[src/rtl/data_mem_pkg.sv]
// Shared types and constants for the data-memory load/store unit.
package data_mem_pkg;

  localparam int ADDR_W = 8;
  localparam int DATA_W = 16;
  localparam int LEN_W  = 4;
  localparam int WAIT_W = 3;

  // The memory writes whenever its read line is low, so the write level
  // must only ever appear while a store access is in progress.
  localparam logic MEM_READ  = 1'b1;
  localparam logic MEM_WRITE = 1'b0;

  typedef enum logic [1:0] {
    IDLE,
    WDATA,
    ACCESS,
    DONE
  } state_t;

endpackage

[src/rtl/data_mem_lsu_wait_ctr.sv]
// Loadable down-counter that times the wait states of one memory access.
module lsu_wait_ctr #(
  parameter int WIDTH = data_mem_pkg::WAIT_W
) (
  input  logic             clk,
  input  logic             rst,
  input  logic             load_i,
  input  logic [WIDTH-1:0] value_i,
  input  logic             dec_i,
  output logic             zero_o
);

  logic [WIDTH-1:0] count_q;
  logic [WIDTH-1:0] count_d;

  // Load wins over decrement; the count parks at zero once it gets there.
  always_comb begin
    count_d = count_q;
    if (load_i) begin
      count_d = value_i;
    end else if (dec_i && (count_q != '0)) begin
      count_d = count_q - 1'b1;
    end
  end

  // Count register, cleared by the synchronous reset.
  always_ff @(posedge clk) begin
    if (rst) begin
      count_q <= '0;
    end else begin
      count_q <= count_d;
    end
  end

  assign zero_o = (count_q == '0);

endmodule

[src/rtl/data_mem_lsu.sv]
// Load/store initiator between the execute stage and the 256x16 data memory.
module data_mem_lsu #(
  parameter int ADDR_W      = data_mem_pkg::ADDR_W,
  parameter int DATA_W      = data_mem_pkg::DATA_W,
  parameter int LEN_W       = data_mem_pkg::LEN_W,
  parameter int WAIT_CYCLES = 1
) (
  input  logic              clk,
  input  logic              rst,
  input  logic              req_valid,
  output logic              req_ready,
  input  logic              req_we,
  input  logic [ADDR_W-1:0] req_addr,
  input  logic [LEN_W-1:0]  req_len,
  input  logic              wdata_valid,
  output logic              wdata_ready,
  input  logic [DATA_W-1:0] wdata,
  output logic              rdata_valid,
  output logic [DATA_W-1:0] rdata,
  output logic              done,
  output logic              busy,
  output logic              mem_en,
  output logic              mem_read,
  output logic [ADDR_W-1:0] mem_addr,
  output logic [DATA_W-1:0] mem_wdata,
  input  logic [DATA_W-1:0] mem_rdata
);

  import data_mem_pkg::*;

  localparam logic [WAIT_W-1:0] WAIT_LOAD = WAIT_W'(WAIT_CYCLES);

  state_t            state_q, state_d;
  logic [ADDR_W-1:0] curAddr_q, curAddr_d;
  logic [LEN_W-1:0]  len_q, len_d;
  logic [LEN_W-1:0]  beatCnt_q, beatCnt_d;
  logic              we_q, we_d;
  logic [DATA_W-1:0] wdata_q, wdata_d;
  logic [DATA_W-1:0] rdata_q, rdata_d;
  logic              rdataValid_q, rdataValid_d;

  logic waitZero;
  logic waitLoad;
  logic waitDec;
  logic accessLast;
  logic lastBeat;

  assign accessLast = (state_q == ACCESS) && waitZero;
  assign lastBeat   = (beatCnt_q == len_q);

  // Reload the wait counter on every entry into ACCESS, including beat-to-beat
  // re-entry on a load burst, so each beat gets the full set of wait states.
  assign waitLoad = (state_d == ACCESS) && ((state_q != ACCESS) || accessLast);
  assign waitDec  = (state_q == ACCESS);

  lsu_wait_ctr #(
    .WIDTH(WAIT_W)
  ) u_wait_ctr (
    .clk    (clk),
    .rst    (rst),
    .load_i (waitLoad),
    .value_i(WAIT_LOAD),
    .dec_i  (waitDec),
    .zero_o (waitZero)
  );

  // State register; reset discards any burst in flight.
  always_ff @(posedge clk) begin
    if (rst) begin
      state_q <= IDLE;
    end else begin
      state_q <= state_d;
    end
  end

  // Next-state logic: stores go through WDATA before every beat, loads
  // chain ACCESS beats back to back until the last one.
  always_comb begin
    state_d = state_q;
    case (state_q)
      IDLE: begin
        if (req_valid) begin
          state_d = req_we ? WDATA : ACCESS;
        end
      end
      WDATA: begin
        if (wdata_valid) begin
          state_d = ACCESS;
        end
      end
      ACCESS: begin
        if (accessLast) begin
          if (lastBeat) begin
            state_d = DONE;
          end else if (we_q) begin
            state_d = WDATA;
          end else begin
            state_d = ACCESS;
          end
        end
      end
      DONE: begin
        state_d = IDLE;
      end
      default: begin
        state_d = IDLE;
      end
    endcase
  end

  // Datapath next values: request capture, store-data capture, and the
  // per-beat address/count advance and load-data capture.
  always_comb begin
    curAddr_d    = curAddr_q;
    len_d        = len_q;
    beatCnt_d    = beatCnt_q;
    we_d         = we_q;
    wdata_d      = wdata_q;
    rdata_d      = rdata_q;
    rdataValid_d = 1'b0;
    if ((state_q == IDLE) && req_valid) begin
      curAddr_d = req_addr;
      len_d     = req_len;
      we_d      = req_we;
      beatCnt_d = '0;
    end
    if ((state_q == WDATA) && wdata_valid) begin
      wdata_d = wdata;
    end
    if (accessLast) begin
      if (!we_q) begin
        rdata_d      = mem_rdata;
        rdataValid_d = 1'b1;
      end
      if (!lastBeat) begin
        curAddr_d = curAddr_q + 1'b1;
        beatCnt_d = beatCnt_q + 1'b1;
      end
    end
  end

  // Datapath registers.
  always_ff @(posedge clk) begin
    if (rst) begin
      curAddr_q    <= '0;
      len_q        <= '0;
      beatCnt_q    <= '0;
      we_q         <= 1'b0;
      wdata_q      <= '0;
      rdata_q      <= '0;
      rdataValid_q <= 1'b0;
    end else begin
      curAddr_q    <= curAddr_d;
      len_q        <= len_d;
      beatCnt_q    <= beatCnt_d;
      we_q         <= we_d;
      wdata_q      <= wdata_d;
      rdata_q      <= rdata_d;
      rdataValid_q <= rdataValid_d;
    end
  end

  // Handshake, status and memory control decoded from the current state;
  // the write level is only driven during a store ACCESS.
  always_comb begin
    req_ready   = 1'b0;
    wdata_ready = 1'b0;
    done        = 1'b0;
    busy        = 1'b1;
    mem_en      = 1'b0;
    mem_read    = MEM_READ;
    case (state_q)
      IDLE: begin
        req_ready = 1'b1;
        busy      = 1'b0;
      end
      WDATA: begin
        wdata_ready = 1'b1;
      end
      ACCESS: begin
        mem_en   = 1'b1;
        mem_read = we_q ? MEM_WRITE : MEM_READ;
      end
      DONE: begin
        done = 1'b1;
      end
      default: begin
        busy = 1'b1;
      end
    endcase
  end

  assign mem_addr    = curAddr_q;
  assign mem_wdata   = wdata_q;
  assign rdata       = rdata_q;
  assign rdata_valid = rdataValid_q;

endmodule
[config.mk]
export PLATFORM = sky130hd
export DESIGN_NAME = data_mem_lsu
export DESIGN_NICKNAME = d
export VERILOG_FILES = /design/src/rtl/data_mem_pkg.sv /design/src/rtl/data_mem_lsu_wait_ctr.sv /design/src/rtl/data_mem_lsu.sv
export SDC_FILE = /design/constraint.sdc
export NUM_CORES = 1
export LEC_CHECK = 0
export ABC_AREA = 1
export BUFFER_PORTS_ARGS = -buffer_cell sky130_fd_sc_hd__buf_2
export CORE_AREA = 8 8 70 102
export CTS_CLUSTER_SIZE = 10
export DETAILED_ROUTE_END_ITERATION = 8
export DIE_AREA = 0 0 78 110
export PLACE_DENSITY = 0.72
export SYNTH_ARGS = -nofsm -noshare
export SYNTH_HDL_FRONTEND = slang
export SYNTH_SLANG_ARGS = --single-unit
[constraint.sdc]
create_clock -name clk -period 3.8 [get_ports clk]
set_clock_uncertainty 0.1 [all_clocks]
set_input_delay 0.38 -clock clk [delete_from_list [all_inputs] [get_ports clk]]
set_output_delay 0.38 -clock clk [all_outputs]
set_load 0.01 [all_outputs]
## Word level (Yosys, flattened, before mapping)

Cells that the tools add are included.

| word-level totals | value |
|---|---|
| bits in registers | 55 |
| latch bits | 0 |
| bits in writable memories | 0 |
| memory bits (read-only) | 0 |
| output and inout port bits | 47 |
| memories | 0 |

| cells by class | value |
|---|---|
| $add $sub $neg | 3 |
| multipliers | 0 |
| divide/modulo/power cells | 0 |
| $lt $le $gt $ge | 0 |
| equal/unequal tests | 6 |
| shift-type cells | 0 |
| multiplexer cells | 22 |
| bitwise operators | 2 |
| reduce and logical (&&, ||, !) cells | 13 |

Operators with widths:

| kind | number |
|---|---|
| 8-bit two-way mux | 3 |
| 2-bit two-way mux | 6 |
| 4-bit two-way mux | 3 |
| 1-bit two-way mux | 9 |
| 8-bit by 1-bit adder with 8-bit output, second input constant | 1 |
| 2-bit case mux with 4 select lines | 1 |
| 2-bit == test, second input constant | 3 |
| 1-bit logical AND | 5 |
| 4-bit by 1-bit adder with 4-bit output, second input constant | 1 |
| 4-bit == test | 1 |
| 2-bit OR reduction | 2 |
| 3-bit zero test | 1 |
| 3-bit nonzero test | 1 |
| 3-bit by 1-bit subtractor with 3-bit output, second input constant | 1 |
| 2-bit by 1-bit == test with 1-bit output, second input constant | 1 |
| 2-bit zero test | 1 |
| 2-bit inequality test, second input constant | 1 |
| 1-bit NOT | 2 |
| 2-bit AND reduction | 1 |
| 2-bit nonzero test | 1 |
| 1-bit logical OR | 1 |

## Depth between registers and ports, before layout

Gate-level depths: netlist of run 1.

| logic depth | value |
|---|---|
| depth in word-level cells | 7 |
| mapped depth | 12 |

## Modules after synthesis

From an unflattened synthesis of run 1, not the netlist that was laid out.

| unflattened totals | value |
|---|---|
| cell total of the unflattened synthesis | 353 |
| area total of the unflattened synthesis | 2,483.6 µm² |

By module, submodules not included:

| module | times used | cells each | area each (µm²) | seq. area each (µm²) |
|---|---|---|---|---|
| data_mem_lsu | 1 | 319 | 2,282.2 | 1,041.0 |
| lsu_wait_ctr | 1 | 34 | 201.4 | 60.1 |

## Worst setup path before layout of run 1

OpenSTA, ideal clock, no wires.

| timing path | value |
|---|---|
| path type | register -> register |
| start | register u_wait_ctr.count_q[0] |
| end | register curAddr_q[4], in the netlist mem_addr[4] |
| library setup time | 0.135 ns |
| arrival | 1.249 ns |
| required time | 3.565 ns |
| path slack | 2.315 ns |
| cell stages (with the launch flop) | 9 |
| path buffers | 1 |
| cell sequence | dfxtp_1 inv_1 ha_1 inv_1 nor3_4 nand2_2 buf_6 a21oi_1 a211oi_2 |

| on the way | value |
|---|---|
| cells in the longest elaborated chain, start to end | 3 |

RTL lines:

| element | line | source |
|---|---|---|
| from (decl) | data_mem_lsu_wait_ctr.sv:13 | `logic [WIDTH-1:0] count_q;` |
| from (signal assigned) | data_mem_lsu_wait_ctr.sv:31 | `count_q <= count_d;` |
| 3-bit zero test | data_mem_lsu_wait_ctr.sv:35 | `assign zero_o = (count_q == '0);` |
| 1-bit logical AND | data_mem_lsu.sv:48 | `assign accessLast = (state_q == ACCESS) && waitZero;` |
| 8-bit two-way mux | data_mem_lsu.sv:130 | `if (accessLast) begin` |
| to (signal assigned) | data_mem_lsu.sv:153 | `curAddr_q <= curAddr_d;` |
| to (decl) | data_mem_lsu.sv:34 | `logic [ADDR_W-1:0] curAddr_q, curAddr_d;` |

Every way passes these cells.
A chain may end at the register's enable or synchronous reset.

## Final worst setup path of run 1

| timing path | value |
|---|---|
| start | register u_wait_ctr.count_q[0] |
| end | register beatCnt_q[2] |

| on the way | value |
|---|---|
| cells in the longest elaborated chain, start to end | 3 |

RTL lines:

| element | line | source |
|---|---|---|
| 3-bit zero test | data_mem_lsu_wait_ctr.sv:35 |  |
| 1-bit logical AND | data_mem_lsu.sv:48 |  |
| 4-bit two-way mux | data_mem_lsu.sv:130 |  |
| to (signal assigned) | data_mem_lsu.sv:155 | `beatCnt_q <= beatCnt_d;` |
| to (decl) | data_mem_lsu.sv:36 | `logic [LEN_W-1:0] beatCnt_q, beatCnt_d;` |

Every way passes these cells.

==> impl_metrics.yaml, run 1 <==
final_layout:
  fin_nets: 467
  layout-drive-gt1-share: 0.300
  final_core_util: 0.530
  diodes: 0
  fillers: 565
  syn2layout_area_growth_pct: 24.2
  fin_cells: 486
worst_setup_path:
  crit_required_ps: 3890
  r2r-start: "u_wait_ctr.count_q[0]"
  reg2reg_setup_slack_ps: 1460
  endpoint_kind: "flop"
  reg2reg_to: "beatCnt_q[2]"
  start_kind: "flop"
  critical_path_class: "flop to flop"
  critPathSlowestCell: "nor3_4"
  crit_family: "simple AND/OR/NAND/NOR gates"
  crit_arrival_ps: 2430
  critPathBufInv: 3
  max_stage_delay_ps: 650
  reg2reg_depth: 9
  path_max_fanout: 22
  crit_chain: "inv_1 > ha_1 > inv_1 > nor3_4 > nand2_2 > inv_2 > nand2_1 > o21ai_1 > a21oi_1"
  cpMostUsedCell: "inv_1"
sta:
  period_share: 0.615
  setup_viol: 0
  rsz0062_at_grt: "no"
  worst_pin_slew_ps: 775
  post-route-min-period_ps: 2340
  setup_slack_ps: 1460
  fmax_mhz: 428
  slew_viol_final: 0
  final_hold_viol_count: 0
  finalSetupTns_ps: 0
  max-slew-margin-rel: 0.482
clock_network:
  cts-htree-levels: 2
  clk_latency_ps: 300
  cts-root-buf: "clkbuf_8"
  cts_buffers: 5
  cts_resized: 0
  cts_setup_buffers: 0
  cts_hold_buf: 0
  cts_sinks: 55
  cts_tree: "done"
  clockBufferDepth: 2
  clk_pin_slew_ps: 90
power_and_ir_drop:
  ir_worst_vdd_v: 0.000234
  clock_power_share: 0.288
  p_int_w: 0.000917
  p_seq_frac: 0.503
  power_density_nw_per_um2: 428
  power.switching_w: 0.000376
  swShare: 0.291
  p_comb_frac: 0.209
  leakage_nw: 1.41
place:
  placed_cells: 479
  portBuffers: 95
  pre_cts_ws_ps: 1420
  finalWeightedCongestion: 0.793
  dp_hpwl_um: 4690
yosys:
  yosys_warnings: 0
  synth_area_leaders: "dfxtp_1, nand2_1, a21oi_1"
  synth_top_family_by_area: "simple AND/OR/NAND/NOR gates"
  synth-adder-area-share: 0.0206
  syn_nets: 379
  synth_top_cells_by_count: "nand2_1, dfxtp_1, a21oi_1"
  yosysMostFrequentCell: "nand2_1"
  ys.flop_type: "dfxtp_1"
  syn-cell-area_um2: 2430
  synth_edf_count: 0
  ys_seq_area_frac: 0.453
  synthMuxAreaShare: 0
  synth-seq-cells: 55
  syn_area_per_cell_um2: 7.46
  synthCells: 326
  synthArstFlopShare: 0
  synthDominantCellAreaShare: 0.453
  synth.distinct_cells: 29
  synth_compound_area_frac: 0.170
  yosys.area.top_type: "dfxtp_1"
  yosys.area_share.simple: 0.252
  synth_xor_area_frac: 0.0216
worst_hold_path:
  worstHoldStart: "wdata[8]"
  hold_depth: 3
  whs_endpoint: "mem_wdata[8]"
  hold_class: "input pin to flop"
die:
  die_h_um: 110
  start_util: 0.426
  dieArea_um2: 8580
  rows: 34
  core_area_um2: 5700
  die_w_um: 78
  ios: 96
routing:
  vias: 2377
  drc: 0
  viasPerCell: 4.89
  drt_iter0_drc: 96
  firstDrtPassIters: 4
  ant_nets: 0
  wl_um: 6120
  routedWlPerCell_um: 12.6
run_status:
  status: "completed"
global_route:
  grt_use_total: 0.146
  grt_pass1_vias: 2363
  grt.overflow.total: 0
  grt_max_degree: 45
  grt_pass1_wl_um: 10400
  antenna_found_initial: 0
run:
  drv_cap: 0
-- flip-flops by register name, summed over array words and instances, names as in the netlist --
register and count:
u_wait_ctr.count_q 3, we_q 1, mem_wdata 16, state_q 2
mem_addr 8, beatCnt_q 4, rdata_valid 1, len_q 4
rdata 16
-- routing by layer --
metal	wire [µm]	share of wire	track usage
met5	0	0	0
met4	79	0.013	0.0465
met3	624	0.10	0.0722
met2	3060	0.50	0.256
met1	2360	0.39	0.149
-- layout by cell type (no fill, tap or decap), types with 4 or more instances in the layout --
cell type  count
o21ai_0       15
clkbuf_8       5
inv_2          4
buf_2         95
nand2_2        8
dfxtp_1       55
nand3_1       22
a21oi_1       45
inv_1         26
nand2_1       93
o21ai_1        4
nor2_1        14
ha_1           4
xor2_1         5
-- cells by family after synthesis --
kind of cell,after synthesis
fa+ha+maj,4
simple gates,143
compound gates,72
flops,55
xor+xnor,6
buf+inv,46
-- layout make-up --
type                       instances  area, µm²  area share
multi-input combinational        225       1130       0.373
sequential                        55       1100       0.365
timing repair buffer              96        483       0.160
inverter                          31        116      0.0385
tap                               72       90.1      0.0298
clock buffer                       6       72.6      0.0240
clock inverter                     1       30.0     0.00994
-- worst max path at each step --
stage,slack [ps],depth (start not counted),from,end
finish,1460,9,u_wait_ctr.count_q[0],beatCnt_q[2]
detailed placement,1420,9,u_wait_ctr.count_q[0],beatCnt_q[2]
global placement,1520,9,u_wait_ctr.count_q[0],beatCnt_q[2]
CTS,1420,9,u_wait_ctr.count_q[0],beatCnt_q[2]
global route,1130,8,u_wait_ctr.count_q[0],beatCnt_q[0]
floorplan,2320,8,u_wait_ctr.count_q[0],mem_addr[4]
-- power by group through the flow --
stage          Combinational [W]  Sequential [W]  Clock [W]
2_1_floorplan           0.000176        0.000674          0
6_report                0.000270        0.000651   0.000372
3_3_place_gp            0.000270        0.000663          0
4_1_cts                 0.000275        0.000651   0.000383
3_5_place_dp            0.000275        0.000664          0
5_1_grt                 0.000310        0.000657   0.000403
-- tightest hold or removal path, delay by kind of cell --
kind            cells  cell delay, ps
compound gates      1              50
buf+inv             1              90
simple gates        1              50
-- metrics by stage --
step,instance area (µm²),power [W],hold WS [ps]
after detailed placement,2920,0.000939,352
final,3020,0.00129,215
after global routing,3020,0.00137,207
after CTS,3020,0.00131,207
after global placement,2920,0.000933,346
after floorplan,2430,0.000850,343
(Power assumes the default switching activity.)
==> inputs of run 2 (changes only) <==
--- a/config.mk
+++ b/config.mk
@@ -7,11 +7,11 @@
 export LEC_CHECK = 0
 export ABC_AREA = 1
 export BUFFER_PORTS_ARGS = -buffer_cell sky130_fd_sc_hd__buf_2
-export CORE_AREA = 8 8 70 102
+export CORE_AREA = 8 8 71 104
 export CTS_CLUSTER_SIZE = 10
 export DETAILED_ROUTE_END_ITERATION = 8
-export DIE_AREA = 0 0 78 110
-export PLACE_DENSITY = 0.72
+export DIE_AREA = 0 0 79 112
+export PLACE_DENSITY = 0.73
 export SYNTH_ARGS = -nofsm -noshare
 export SYNTH_HDL_FRONTEND = slang
 export SYNTH_SLANG_ARGS = --single-unit
==> constraint.sdc (replaced) <==
create_clock -name clk -period 1.9 [get_ports clk]
set_clock_uncertainty 0.1 [all_clocks]
set_input_delay 0.19 -clock clk [delete_from_list [all_inputs] [get_ports clk]]
set_output_delay 0.19 -clock clk [all_outputs]
set_load 0.01 [all_outputs]
==> run 2 against run 1 <==
  * Sequential share of layout area fell by 0.61 points
  * First-iteration DRC count fell by 35%
  * Critical path depth fell by 1
  * Design area rose by 1.7%
  * Final cell count rose by 1.6%
  * Combinational power rose by 110%
  * Non-clock buffer count rose by 6
  * Via count fell by 0.50%
  * Flip-flop and latch count did not move
  * Critical endpoint is now rdata[5]
  * Largest cell class unchanged
  * Highest routed layer unchanged
==> impl_metrics.yaml, run 2 (synthesized netlist as in run 1, its figures left out) <==
run_status:
  status: "completed"
final_layout:
  final_core_util: 0.516
  diodes: 0
  layout-drive-gt1-share: 0.312
  fin_cells: 494
  final_area_um2: 3070
  fin_nets: 473
  final_common_cell: "buf_2"
  syn2layout_area_growth_pct: 26.4
  layout_common_cells: "buf_2, nand2_1, dfxtp_1"
die:
  rows: 35
  start_util: 0.408
  core_area_um2: 5960
  die_w_um: 79
  dieArea_um2: 8850
  die_h_um: 112
  ios: 96
worst_setup_path:
  path_max_fanout: 21
  crit_arrival_ps: 1820
  endpoint_kind: "flop"
  critical_path_class: "flop to flop"
  crit_required_ps: 1980
  start_kind: "flop"
place:
  dp_hpwl_um: 4820
  placed_cells: 487
  dpl_cell_area_um2: 2970
  finalWeightedCongestion: 0.869
  portBuffers: 95
  pre_cts_ws_ps: 173
clock_network:
  cts_buffers: 5
  clk_pin_slew_ps: 100
  cts_tree: "done"
  cts_sinks: 55
  cts_setup_buffers: 0
  clockBufferDepth: 2
  clk_latency_ps: 300
  cts-root-buf: "clkbuf_8"
  cts-htree-levels: 2
power_and_ir_drop:
  leakage_nw: 1.44
  power_density_nw_per_um2: 853
  ir_worst_vdd_v: 0.000517
routing:
  firstDrtPassIters: 4
  viasPerCell: 4.79
  vias: 2365
  drc: 0
  ant_nets: 0
  drt_iter0_drc: 62
  routedWlPerCell_um: 12.7
  wl_um: 6290
worst_hold_path:
  hold_class: "input pin to flop"
sta:
  period_share: 0.916
  rsz0062_at_grt: "yes"
  setup_viol: 0
  max-slew-margin-rel: 0.698
  slew_viol_final: 0
  final_hold_viol_count: 0
  post-route-min-period_ps: 1740
  finalSetupTns_ps: 0
  worst_pin_slew_ps: 450
  fmax_mhz: 575
  setup_slack_ps: 159
global_route:
  grt_pass1_vias: 2368
  grt.overflow.total: 0
  grt_use_total: 0.142
  antenna_found_initial: 0
  grt_max_degree: 33
  grt_pass1_wl_um: 10400
run:
  drv_cap: 0
[run 2: cell types whose count changed in the layout (fill, tap and decap cells not counted), sizes merged]
cell      before  now
buf           96  102
clkbuf         6    5
clkinvlp       0    1
[run 2: area by class of cell]
cell class	count	area, µm²
tap	74	92.6
fill	589	2880
inverter	31	116
timing repair buffer	102	528
clock buffer	5	68.8
clock inverter	2	37.5
sequential	55	1100
multi-input combinational	225	1130
[run 2: final timing paths]
check	start	endpoint	slack (ps)	cells past startpoint
setup / recovery	u_wait_ctr.count_q[0]	rdata[5]	160	8
hold / removal	wdata[11]	mem_wdata[11]	20	3
setup reg to reg	u_wait_ctr.count_q[0]	rdata[5]	160	8
hold reg to reg	rdata[9]	rdata[9]	370	2
[run 2: metrics by stage]
| step | hold slack, ps | total power, W |
|---|---|---|
| 6_report | 20.4 | 0.00262 |
| 2_1_floorplan | 233 | 0.00170 |
| 3_5_place_dp | 347 | 0.00190 |
| 5_1_grt | 9.53 | 0.00278 |
| 3_3_place_gp | 340 | 0.00189 |
| 4_1_cts | 5.52 | 0.00266 |
[run 2: timing repair]
item,4_1_cts,5_1_grt
hold buffers,0,0
endpoints found under the hold margin,0,0
gates resized for setup,0,0
setup endpoints to repair,0,1
[run 2: power breakdown]
group          switching, W  internal, W  total [W]
sequential        0.0000654      0.00124    0.00130
combinational      0.000337     0.000224   0.000562
clock              0.000371     0.000386   0.000756
total              0.000773      0.00185    0.00262
[run 2: critical path, stage by stage, from the launching register on]
cell and delay, ps:
dfxtp_1 330, inv_1 80, ha_1 140, inv_1 70, nor3_4 180, buf_4 270, nand2_2 250, nand2_1 120
a21oi_1 60
[run 2: per-layer routing]
| metal | wire length [µm] | track usage | share of wire |
|---|---|---|---|
| met3 | 582 | 0.0605 | 0.092 |
| met5 | 0 | 0 | 0 |
| met1 | 2630 | 0.150 | 0.42 |
| met4 | 93 | 0.0522 | 0.015 |
| met2 | 2990 | 0.242 | 0.47 |
